**src/rtl/opcode_packer.sv**
```systemverilog
// opcode_packer: packs three 32-bit command words into one 96-bit opcode for the GPU opcode FIFO.
// Optional partial-opcode idle timeout is enabled with OPCODE_PACKER_TIMEOUT_EN.
module opcode_packer #(
  parameter int WORD_W         = 32,
  parameter int WORDS          = 3,
  parameter int OPCODE_W       = 96,
  parameter int CNT_W          = 16,
  parameter int TIMEOUT_CYCLES = 255
) (
  input  logic                clk,
  input  logic                rst,
  input  logic                clear,
  input  logic                word_valid,
  input  logic [WORD_W-1:0]   word_data,
  output logic                word_ready,
  input  logic                fifo_full,
  output logic                w_enable,
  output logic [OPCODE_W-1:0] w_data,
  output logic                busy,
  output logic [CNT_W-1:0]    opcode_count,
  output logic                timeout_err
);

  localparam logic [1:0] WORD0 = 2'd0;
  localparam logic [1:0] WORD1 = 2'd1;
  localparam logic [1:0] WORD2 = 2'd2;
  localparam logic [1:0] PUSH  = 2'd3;

  logic [1:0]          state_q, state_d;
  logic [OPCODE_W-1:0] data_q, data_d;
  logic [CNT_W-1:0]    cnt_q, cnt_d;
  logic                accept;
  logic                partial;
  logic                expire;

  assign word_ready   = (state_q != PUSH) && !clear;
  assign accept       = word_valid && word_ready;
  // rst gating keeps a reset cycle from writing a stale opcode
  assign w_enable     = (state_q == PUSH) && !fifo_full && !clear && !rst;
  assign busy         = (state_q != WORD0);
  assign partial      = (state_q == WORD1) || (state_q == WORD2);
  assign w_data       = data_q;
  assign opcode_count = cnt_q;

`ifdef OPCODE_PACKER_TIMEOUT_EN
  localparam int TW = $clog2(TIMEOUT_CYCLES + 1);
  localparam logic [TW-1:0] IDLE_LAST = TW'(TIMEOUT_CYCLES - 1);

  logic [TW-1:0] idle_q, idle_d;
  logic          terr_q, terr_d;

  assign expire      = partial && !accept && (idle_q == IDLE_LAST);
  assign timeout_err = terr_q;

  always_comb begin
    idle_d = '0;
    terr_d = terr_q | expire;
    if (partial && !accept && !expire) begin
      idle_d = idle_q + TW'(1);
    end
    if (clear) begin
      idle_d = '0;
      terr_d = 1'b0;
    end
  end

  always_ff @(posedge clk) begin
    if (rst) begin
      idle_q <= '0;
      terr_q <= 1'b0;
    end else begin
      idle_q <= idle_d;
      terr_q <= terr_d;
    end
  end
`else
  assign expire      = 1'b0;
  assign timeout_err = 1'b0;
`endif

  // first accepted word lands in the most significant slot
  always_comb begin
    state_d = state_q;
    data_d  = data_q;
    cnt_d   = cnt_q;
    unique case (state_q)
      WORD0: begin
        if (accept) begin
          data_d[OPCODE_W-1 -: WORD_W] = word_data;
          state_d = WORD1;
        end
      end
      WORD1: begin
        if (accept) begin
          data_d[OPCODE_W-WORD_W-1 -: WORD_W] = word_data;
          state_d = WORD2;
        end else if (expire) begin
          state_d = WORD0;
        end
      end
      WORD2: begin
        if (accept) begin
          data_d[WORD_W-1:0] = word_data;
          state_d = PUSH;
        end else if (expire) begin
          state_d = WORD0;
        end
      end
      default: begin
        if (w_enable) begin
          cnt_d   = cnt_q + CNT_W'(1);
          state_d = WORD0;
        end
      end
    endcase
    if (clear) begin
      state_d = WORD0;
      cnt_d   = '0;
    end
  end

  always_ff @(posedge clk) begin
    if (rst) begin
      state_q <= WORD0;
      data_q  <= '0;
      cnt_q   <= '0;
    end else begin
      state_q <= state_d;
      data_q  <= data_d;
      cnt_q   <= cnt_d;
    end
  end

endmodule

```
**config.mk**
```make
export PLATFORM = sky130hd
export DESIGN_NAME = opcode_packer
export DESIGN_NICKNAME = d
export VERILOG_FILES = /design/src/rtl/opcode_packer.sv
export SDC_FILE = /design/constraint.sdc
export NUM_CORES = 1
export LEC_CHECK = 0
export BUFFER_PORTS_ARGS = -buffer_cell sky130_fd_sc_hd__buf_2
export CAP_MARGIN = 20
export CORE_MARGIN = 2
export CORE_UTILIZATION = 55
export CTS_BUF_LIST = sky130_fd_sc_hd__clkbuf_8
export DETAILED_ROUTE_END_ITERATION = 10
export PLACE_DENSITY_LB_ADDON = 0.12
export SLEW_MARGIN = 20
export SYNTH_ARGS = -nofsm -noshare
export SYNTH_HDL_FRONTEND = slang
export SYNTH_SLANG_ARGS = --single-unit
```
**constraint.sdc**
```tcl
create_clock -name clk -period 4.6 [get_ports clk]
set_clock_uncertainty 0.1 [all_clocks]
set_input_delay 0.46 -clock clk [delete_from_list [all_inputs] [get_ports clk]]
set_output_delay 0.46 -clock clk [all_outputs]
set_load 0.02 [all_outputs]
```
==> results_dict.tcl <==
set metrics [dict create \
    status "complete, no violations" \
    cts_max_path_buffers 2 \
    maxSlewViolCount 0 \
    synth_area_sq_mm 0.00423 \
    ys_seq_elements 114 \
    die_x_um 91.7 \
    grt_pass1_vias 3592 \
    synth_seq_area_share_pct 53.9 \
    p_per_area_mw_per_mm2 387 \
    syn_area_per_cell_sq_um 8.03 \
    arrival_ns 2.75 \
    grt_max_degree 67 \
    io_pins 153 \
    holdPathEnd "w_data[55]" \
    diodes 0 \
    cts_tree "done" \
    cts-root-buf "clkbuf_8" \
    synth-edff-count 0 \
    cts_max_level 4 \
    holdWs_ns 0.190 \
    hpwl_um 7200 \
    crit_fanout 19 \
    drv_cap 0 \
    hold_depth 3 \
    fin_crit_sh_pct 54.6 \
    synth_warnings 0 \
    grt.overflow.total 0 \
    clock_latency_ns 0.42 \
    fmax_ghz 0.398 \
    syn_nets 569 \
    dr.pass1.iters 4 \
    cts_made_buffers 17 \
    worst_pin_slew_ns 0.728 \
    finalNetCount 706 \
    r2r_setup_slack_ns 2.09 \
    grt_pass1_wl_um 17300 \
    cp-start-kind "flop" \
    min_from "word_data[23]" \
    port_buffers 151 \
    die_y_um 91.7 \
    r2r-start "state_q[0]" \
    gp_congestion 0.864 \
    synth_top_area_share_pct 53.9 \
    wl_per_cell_um 14.0 \
    drtAntennaViolNets 0 \
    holdBufCountCts 0 \
    rr_endpoint "w_data[70]" \
    viasPerCell 5.12 \
    setup_violations 0 \
    dieArea_sq_mm 0.00841 \
    synthFlopType "dfxtp_1" \
    fin_crit_ns 2.51 \
    synthArstFlopShare_pct 0 \
    peakVddDrop_mv 0.217 \
    area_growth_syn_to_layout_pct 27.1 \
    required_ns 4.84 \
    slew_headroom_pct 51.3 \
    track_usage_pct 25.9 \
    layout-drive-gt1-share_pct 28.3 \
    rr_worst_depth 6 \
    routed_wl_um 10900 \
    core_area_sq_mm 0.00737 \
    hold_violations 0 \
    rsz0062_at_grt "no" \
    start_util_pct 57.4 \
    yosys.cell_types.count 35 \
    synth_area_leaders "dfxtp_1, nand2_1, a21oi_1" \
    vias 3966 \
    syn-instance-count 527 \
    drcViolationCount 0 \
    first_iter_violations 174 \
    setup-tns-final_ns 0 \
    grt_antenna_before_repair 0 \
    hold_path.class "input pin to flop" \
    critPathKind "flop to flop" \
    leakage_nw 2.37 \
    critPathCaptureType "flop" \
    yosysTopAreaCell "dfxtp_1" \
    ctsResizeCount 0 \
    numClockSinks 114 \
    std_cell_rows 31 \
    post_cts_buffers 0 \
    cts.clk_slew.worst_paths_ns 0.07 \
]
-- state kept, by name (all words and copies together) (netlist names) --
signal / flops
w_data: 96
opcode_count: 16
state_q: 2
-- worst max path at each step --
stage | from | end | slack, ns | cells after the start
2_1_floorplan | rst | w_enable | 2.51 | 5
3_3_place_gp | rst | opcode_count[13] | 2.20 | 5
3_5_place_dp | state_q[0] | w_data[46] | 1.97 | 5
4_1_cts | state_q[0] | w_data[48] | 1.91 | 5
5_1_grt | state_q[0] | w_data[78] | 1.96 | 6
6_report | state_q[0] | w_data[70] | 2.09 | 6
-- routing by layer --
layer	share of wire [%]	global-route usage, %	vias up
met5	0	0	-
met4	2.1	9.33	0
met3	5.9	6.66	18
met2	49	43.9	127
met1	43	31.9	1835
li1	-	-	1986
-- through the flow --
step                      cells  setup WS [ns]  instance area (sq um)  total power [mW]  util [%]
after detailed placement    744           1.97                   4970              1.16      67.5
final                       775           2.09                   5380              2.08      73.0
after CTS                   775           1.91                   5380              2.09      73.0
after global placement      744           2.20                   4970              1.16      67.4
after floorplan             527           2.51                   4230              1.11         -
after global routing        775           1.96                   5380              2.15      73.0
-- cells by family (layout without fill, tap and decap cells) --
| logic type | after synthesis | count (layout) | share of synthesized area, % |
|---|---|---|---|
| AND/OR/NAND/NOR | 246 | 246 | 24.2 |
| other | 1 | 1 | 0.0886 |
| XOR/XNOR | 11 | 11 | 2.28 |
| multiplexers | 3 | 3 | 0.710 |
| AO/OA/AOI/OAI | 106 | 106 | 12.9 |
| adder cells (fa/ha/maj) | 5 | 5 | 1.48 |
| buffers and inverters | 41 | 190 | 4.35 |
| flip-flops | 114 | 114 | 53.9 |
-- critical path: stages (launching register included) --
cell	delay, ns
dfxtp_1	0.34
ha_1	0.29
nor3b_2	0.49
and2_1	0.62
buf_4	0.36
nand2_1	0.08
a21oi_1	0.14
-- synthesized netlist by cell type (2+ instances only) --
library cell,n
buf_4,2
nor4_1,2
nand3_1,3
inv_1,5
xor2_1,2
a21oi_1,99
nor3_1,5
clkbuf_1,21
xnor2_1,9
nand2_1,202
a31oi_1,2
ha_1,5
nand4_1,3
a41o_1,2
dfxtp_1,114
nor4_4,2
mux2i_1,3
nor2_1,17
and2_1,2
buf_2,12
-- report_power, final --
group / internal (mW) / switching (mW) / total (mW)
logic: 0.0398 / 0.0883 / 0.128
clock network: 0.554 / 0.386 / 0.940
registers: 1.00 / 0.00898 / 1.01
total: 1.60 / 0.483 / 2.08
-- placed cells by master (no fill, tap or decap), types with 3 or more instances in the layout --
cell type and instances:
clkbuf_8 19, nor2_1 17, buf_2 151, bufinv_16 3
nand4_1 3, dfxtp_1 114, mux2i_1 3, clkinv_2 4
nand2_2 3, nand3_1 3, buf_4 3, a21oi_1 99
inv_1 7, ha_1 5, nor3_1 5, xnor2_1 9
nand2_1 199
-- layout make-up --
type / count / area [sq um]
clock buffers: 19 / 262
clock inverters: 12 / 141
fillers: 638 / 1990
inverters: 5 / 18.8
multi-input cells: 372 / 1770
flip-flops and latches: 114 / 2280
well taps: 99 / 124
repair buffers: 154 / 778
Power figures use the tool's default switching activity.
